### config.mk
export PLATFORM = sky130hd
export DESIGN_NAME = regbank_param
export DESIGN_NICKNAME = d
export VERILOG_FILES = /design/src/rtl/regbank_param.sv
export SDC_FILE = /design/constraint.sdc
export NUM_CORES = 2
export LEC_CHECK = 0
export ABC_CLOCK_PERIOD_IN_PS = 5800
export BUFFER_PORTS_ARGS = -buffer_cell sky130_fd_sc_hd__buf_4
export CAP_MARGIN = 25
export CORE_MARGIN = 5
export CORE_UTILIZATION = 66
export DETAILED_ROUTE_END_ITERATION = 7
export HOLD_SLACK_MARGIN = 0.06
export PLACE_DENSITY_LB_ADDON = 0.25
export SLEW_MARGIN = 10
export SYNTH_ARGS = -nofsm -noshare
export SYNTH_HDL_FRONTEND = slang
export SYNTH_SLANG_ARGS = --single-unit
### constraint.sdc
create_clock -name ck -period 5.8 [get_ports ck]
set_input_delay 0.58 -clock ck [delete_from_list [all_inputs] [get_ports ck]]
set_output_delay 0.58 -clock ck [all_outputs]
set_load 0.005 [all_outputs]
### src/rtl/regbank_param.sv
// regbank_param
//   Parametrised register bank with two combinational read ports and one
//   write port. An optional hardwired zero register makes register 0 read as
//   zero and ignore writes. A sequential clear engine sweeps the whole array
//   to zero on request and reports progress with a busy/done handshake.
//
//   Optional feature (macro REGBANK_BYPASS_EN):
//     When defined, a same-cycle write is forwarded to any read port that
//     addresses the written register. When undefined, reads always return
//     the stored contents.
//
// Parameters:
//   DATA_W   - register width
//   ADDR_W   - address width, depth is 2**ADDR_W
//   ZERO_REG - 1: register 0 is hardwired to zero, 0: ordinary register
//
// Ports:
//   ck         in   clock, rising edge
//   reset_bank in   asynchronous active-low reset
//   A1, A2     in   read addresses
//   A3         in   write address
//   WD3        in   write data
//   WE3        in   write enable (ignored while busy)
//   clr_req    in   start a clear sweep (honoured in IDLE only)
//   RD1, RD2   out  read data (forced to zero while busy or in reset)
//   busy       out  registered, high during the sweep
//   clr_done   out  registered, one-cycle pulse when the sweep completes
module regbank_param #(
  parameter int DATA_W   = 32,
  parameter int ADDR_W   = 5,
  parameter int ZERO_REG = 1
) (
  input  logic              ck,
  input  logic              reset_bank,
  input  logic [ADDR_W-1:0] A1,
  input  logic [ADDR_W-1:0] A2,
  input  logic [ADDR_W-1:0] A3,
  input  logic [DATA_W-1:0] WD3,
  input  logic              WE3,
  input  logic              clr_req,
  output logic [DATA_W-1:0] RD1,
  output logic [DATA_W-1:0] RD2,
  output logic              busy,
  output logic              clr_done
);

  localparam int DEPTH = 1 << ADDR_W;

  typedef enum logic [1:0] {
    IDLE,
    CLEAR,
    DONE
  } state_t;

  state_t            state;
  state_t            state_n;
  logic [ADDR_W-1:0] cnt;
  logic [ADDR_W-1:0] cnt_n;
  logic              sweep_en;
  logic              wr_en;
  logic [DATA_W-1:0] mem [DEPTH];

  // A write lands only outside the sweep, and never into a hardwired
  // register 0.
  assign wr_en = WE3 && !busy && !((ZERO_REG != 0) && (A3 == '0));

  // State register plus the registered busy/clr_done outputs. The outputs
  // are derived from the next state so they line up with the state itself
  // while remaining free of combinational glitches.
  always_ff @(posedge ck or negedge reset_bank) begin
    if (!reset_bank) begin
      state    <= IDLE;
      cnt      <= '0;
      busy     <= 1'b0;
      clr_done <= 1'b0;
    end else begin
      state    <= state_n;
      cnt      <= cnt_n;
      busy     <= (state_n == CLEAR);
      clr_done <= (state_n == DONE);
    end
  end

  // Next-state logic for the clear engine. The sweep stops on the terminal
  // count rather than on wrap, so the counter is parked at zero instead of
  // overflowing on the last register.
  always_comb begin
    state_n  = state;
    cnt_n    = cnt;
    sweep_en = 1'b0;
    case (state)
      IDLE: begin
        if (clr_req) begin
          state_n = CLEAR;
          cnt_n   = '0;
        end
      end
      CLEAR: begin
        sweep_en = 1'b1;
        if (cnt == {ADDR_W{1'b1}}) begin
          state_n = DONE;
          cnt_n   = '0;
        end else begin
          cnt_n = cnt + {{(ADDR_W-1){1'b0}}, 1'b1};
        end
      end
      DONE: begin
        state_n = IDLE;
      end
      default: begin
        state_n = IDLE;
        cnt_n   = '0;
      end
    endcase
  end

  // Register array. The sweep and the write port never act in the same
  // cycle because writes are blocked while busy.
  always_ff @(posedge ck or negedge reset_bank) begin
    if (!reset_bank) begin
      for (int i = 0; i < DEPTH; i++) begin
        mem[i] <= '0;
      end
    end else begin
      if (sweep_en) begin
        mem[cnt] <= '0;
      end else if (wr_en) begin
        mem[A3] <= WD3;
      end
    end
  end

  // Read port 1. The forced-zero rule is applied last so it overrides both
  // the stored value and any forwarded write data.
  always_comb begin
    RD1 = mem[A1];
    if ((ZERO_REG != 0) && (A1 == '0)) begin
      RD1 = '0;
    end
`ifdef REGBANK_BYPASS_EN
    if (wr_en && (A1 == A3)) begin
      RD1 = WD3;
    end
`endif
    if (busy || !reset_bank) begin
      RD1 = '0;
    end
  end

  // Read port 2, identical in behaviour to port 1.
  always_comb begin
    RD2 = mem[A2];
    if ((ZERO_REG != 0) && (A2 == '0)) begin
      RD2 = '0;
    end
`ifdef REGBANK_BYPASS_EN
    if (wr_en && (A2 == A3)) begin
      RD2 = WD3;
    end
`endif
    if (busy || !reset_bank) begin
      RD2 = '0;
    end
  end

endmodule

Yosys cells after proc, flatten, opt, wreduce, memory -nomap -nowiden
Cells that the tools add are included.
Storage, ports and cells
  output and inout bits: 66
  word-level logic and storage cells: 94
  memory bits (read-only): 0
  flip-flop bits (word level): 1033
  memories: 0
  bits in latches: 0
  bits of input ports: 51
  RAM bits: 0
Operators by class
  div/mod/pow operators: 0
  bitwise gates (word level): 7
  $mul: 0
  order comparisons: 6
  add/subtract/negate cells: 1
  shift-type cells: 0
  eq/ne operators: 6
  reductions and logical operators: 14
  mux-type cells: 24
Operators by type and width (count)
  $mux 1024: 2
  $and 1024x1024->1024: 1
  $bwmux 1024: 1
  $not 1024->1024: 1
  $bmux 32 s5: 2
  $demux 32 s5: 2
  $mux 32: 10
  $ge 6x6->1 const B: 4
  $not 5->6: 4
  $logic_not 5->1: 3
  $pmux 5 s3: 1
  $lt 6x1->1 const B: 2
  $mux 5: 2
  $add 5x1->5 const B: 1
  $eq 5x5->1 const B: 1
  $eq 2x1->1 const B: 2
  $eq 2x2->1 const B: 2
  $logic_and 1x1->1: 4
  $mux 2: 2
  $pmux 2 s2: 1
  $logic_not 1->1: 3
  $logic_not 2->1: 1
  $ne 2x2->1 const B: 1
  $reduce_and 2->1: 1
  other kinds (4): 4

Logic depth before layout (Yosys ltp)
  depth after elaboration: 8
  mapped depth: 8

Least setup slack after synthesis
No wires, ideal clock.
  path kind: input -> output
  start: input A1[0]
  end: output RD1[11]
  slack: 3.113 ns
  path buffers: 2
  arrival time: 2.107 ns
  stages: 5
  cells stage by stage: buf_2 > buf_1 > mux4_2 > a32oi_1 > nand4_1
Between the ends
  word-level cells in the longest chain between the ends: 6
Ends and longest elaborated chain
  start: declaration: RTL line 35  | input logic [ADDR_W-1:0] A1,
  $not 5->6 (not written as such): RTL line 136  | RD1 = mem[A1];
  $bmux 32 s5: RTL line 136
  $mux 32 (not written as such) (2 in a row): RTL line 136
  $mux 32 *: RTL line 137  | if ((ZERO_REG != 0) && (A1 == '0)) begin
  $mux 32 *: RTL line 145  | if (busy || !reset_bank) begin
  end: declaration: RTL line 41  | output logic [DATA_W-1:0] RD1,
Every way passes the cells marked *; elsewhere a longest branch is shown, timed or not. The select of a mux whose other input is x is not followed.

Worst setup path in the final report
  start: input reset_bank
  end: output RD2[30]
Between the ends
  word-level cells in the longest chain between the ends: 3
Ends and longest elaborated chain
  start: declaration: RTL line 34  | input logic reset_bank,
  $logic_not 1->1: RTL line 161  | if (busy || !reset_bank) begin
  $logic_or 1x1->1: RTL line 161
  $mux 32: RTL line 161
  end: declaration: RTL line 42  | output logic [DATA_W-1:0] RD2,
Every way passes these cells.

==> key figures <==
Clock tree
  • Worst-skew pair later-pin latency: 710 ps
  • H-tree depth: 3
  • CTS tree: done
  • Clk root buf: clkbuf_16
  • Total CTS buffers: ~110
  • # clock sinks: about 1,000
  • Clk pin slew, worst setup/hold paths: around 60 ps
  • Longest Clk Path Bufs: 3

Outcome
  • Outcome: complete, no violations

Worst hold path
  • Worst hold start: clr_req
  • Hold Path Sink: busy
  • Hold depth: 3
  • Worst min path class: input port to flop

Floorplan
  • Total die area: 86,500 um2
  • Core footprint: between 80,000 and 90,000 um2
  • Ports: ~120
  • Die Y: 294 um
  • Row cnt: roughly 100
  • Die W: approximately 290 um
  • Starting density of the core: 0.663

Worst setup path
  • Slowest-stage cell, CP: buf_4
  • Reg-to-reg endpoint: mem[512]
  • Most frequent CP cell: buf_4
  • Worst Path Max Fanout: 46
  • CP max stage delay: about 680 ps
  • Worst Path Arrival: about 3800 ps
  • Crit path launch type: input port
  • Delay-heaviest family, CP: buffers and inverters
  • Worst Path Required: around 5200 ps
  • Reg2reg path depth: 5
  • Worst r2r src: state[1]
  • Worst setup EP type: output pin
  • Crit-path cells: dlygate4sd3_1, buf_8, and3b_2, buf_4, buf_4, o21ai_0, nand4_1, buf_4
  • WP buf/inv: 5
  • R2R setup slack: 2600 ps
  • Kind of critical path: input port to output pin

Drt
  • Routed vias/inst: 8.57
  • Drt total wl: approximately 200 mm
  • Routed via count: 43,400
  • Wirelength per Cell: slightly below 40 um
  • DR pass1 iterations: 7
  • DRC: 0
  • Routed Antenna Nets: 0
  • Detailed Route Iter0 Violations: ~7,400

Synth
  • Post-synth ARST share: 1.00
  • Post-synthesis sequential area ratio: 0.485
  • Top FF cell, synth: dfrtp_1
  • Syn_area_per_cell: ~13 um2
  • Post-synth cell types: between 40 and 50
  • Largest area contributor in the netlist: dfrtp_1
  • Cell with the most instances after synthesis: dfrtp_1
  • Syn. warnings: 0
  • Syn Std Cell Area: 53,300 um2
  • Synth cell count leaders: dfrtp_1 (1,033), a22o_1 (996), mux2i_1 (385)
  • Yosys top cell area share: 0.485
  • Syn Inst Count: 4,083
  • Synth Register Bits: ~1,000
  • Syn_nets: between 4,000 and 5,000
  • Ranking of synthesized cells by area: dfrtp_1 (49%), a22o_1 (16%), mux4_2 (14%)
  • Number of synthesized flops with an enable pin: 0

Final layout
  • P&R area growth vs syn: 10.1%
  • Non-Filler Instances: slightly above 5,000
  • Fillers: just over 5,000
  • Final nets: between 3,000 and 4,000
  • Ratio of cells with drive above 1 in the final layout: 0.211

Placement
  • Placed cells: a little under 5,000
  • GP Congestion: slightly below 1
  • HPWL Detailed: roughly 110 mm
  • IO buf count: between 100 and 150

Timing
  • Endpoints failing setup: 0
  • Final setup TNS: 0 ps
  • Fin Clk Skew: between 30 and 40 ps
  • RSZ-0062 raised after global routing: false
  • Max-slew violation count: 0
  • Final hold viol count: 0
  • Slew HR: 0.193
  • F_max: ~230 MHz
  • Worst-Margin Slew: around 1200 ps
  • Min cycle time layout: roughly 4400 ps
  • Final period utilization: 0.755

GRT
  • Total gr overflow: 0
  • Vias in the first global route: about 44,000
  • Initial antenna violation count: 7
  • First-pass GRT wire length: a little under 300 mm
  • Total global-route track usage: 0.449
  • Largest net degree at the start of global routing: around 180

Run
  • Max-cap violation count: 0

Power and ir drop
  • Leakage: between 20 and 30 nW
  • Pwr Density: 292 nW/um2
  • VDD IR-drop max: between 200 and 300 uV
final cells by class:
type	instances	area [um2]	share of cell area
tap	1060	1330	0.0226
sequential	1033	25800	0.441
clock inverter	45	502	0.00856
inverter	5	18.8	0.000320
clock buffer	155	3170	0.0541
antenna	3	7.51	0.000128
multi-input combinational	2518	25600	0.436
timing repair buffer	245	2200	0.0376
per-stage QoR:
stage / utilization / hold WS, ps / total power [mW] / instance area, um2 / worst slack [ps]
floorplan: - / 284 / 8.87 / 53300 / 3110
global placement: 0.682 / 483 / 9.83 / 54800 / 1920
detailed placement: 0.684 / 492 / 9.88 / 54900 / 1940
CTS: 0.730 / 190 / 17.0 / 58600 / 1500
global route: 0.730 / 207 / 17.5 / 58600 / 1400
finish: 0.730 / 190 / 17.1 / 58600 / 1420
per-layer routing:
metal	wire, um	GRT usage	vias up	share of wire
met4	16200	0.276	12	0.082
li1	-	-	16100	-
met1	65600	0.593	21600	0.33
met2	81200	0.620	4475	0.41
met5	98	0	-	0.00050
met3	33500	0.192	1143	0.17
worst max path at each step:
stage | from | to | cells past startpoint
global placement | A1[3] | RD1[15] | 7
detailed placement | A1[3] | RD1[15] | 7
finish | reset_bank | RD2[30] | 8
global route | reset_bank | RD2[8] | 8
CTS | reset_bank | RD1[15] | 7
floorplan | A1[0] | RD1[11] | 5
power by group:
group	internal, mW	switching [mW]	leakage, nW	total, mW
Clock	4.19	3.04	1.83	7.23
Combinational	0.615	1.75	10.3	2.36
Sequential	7.37	0.183	14.4	7.55
Total	12.2	4.97	26.5	17.1
layout by cell type (no fill, tap or decap), types with 5 or more instances in the layout:
cell       count
o21ai_0       64
mux4_2       320
a22o_1       996
nand4_1       64
mux2i_1      385
clkbuf_1      20
nor2_4        30
buf_8          7
dfrtp_1     1033
a32oi_1       96
ha_1           5
nand3b_1      12
nand2_1        9
clkbuf_8      25
and3_1        99
a21oi_1       65
nor2_1        28
buf_4        213
a31oi_1       32
a22oi_2       15
and2_1        33
clkbuf_16    111
bufinv_16      9
clkinv_2      29
buf_12        18
or3b_2         5
a21oi_4       16
o22ai_1      192
logic make-up after synthesis:
family,after synthesis,share of synthesized area
DFF,1033,0.485
AOI/OAI and AO/OA,1476,0.223
buffers and inverters,532,0.0434
xor gates and xnor gates,2,0.000329
and+or+nand+nor,329,0.0387
muxes,706,0.208
adders and majority gates,5,0.00117
worst min-delay path, stage by stage:
cell and delay [ps]:
buf_4 90, mux2i_1 70, nor2_1 80
state kept, by name, indices dropped and copies added (netlist names):
| name | count |
|---|---|
| busy | 1 |
| clr_done | 1 |
| cnt | 5 |
| mem | 1024 |
| state | 2 |
repair_timing:
item	4_1_cts	5_1_grt
buffers inserted	0	0
gates resized for setup	0	0
hold buffers	1	0
hold endpoints to repair	37	0
Power figures use the tool's default switching activity.
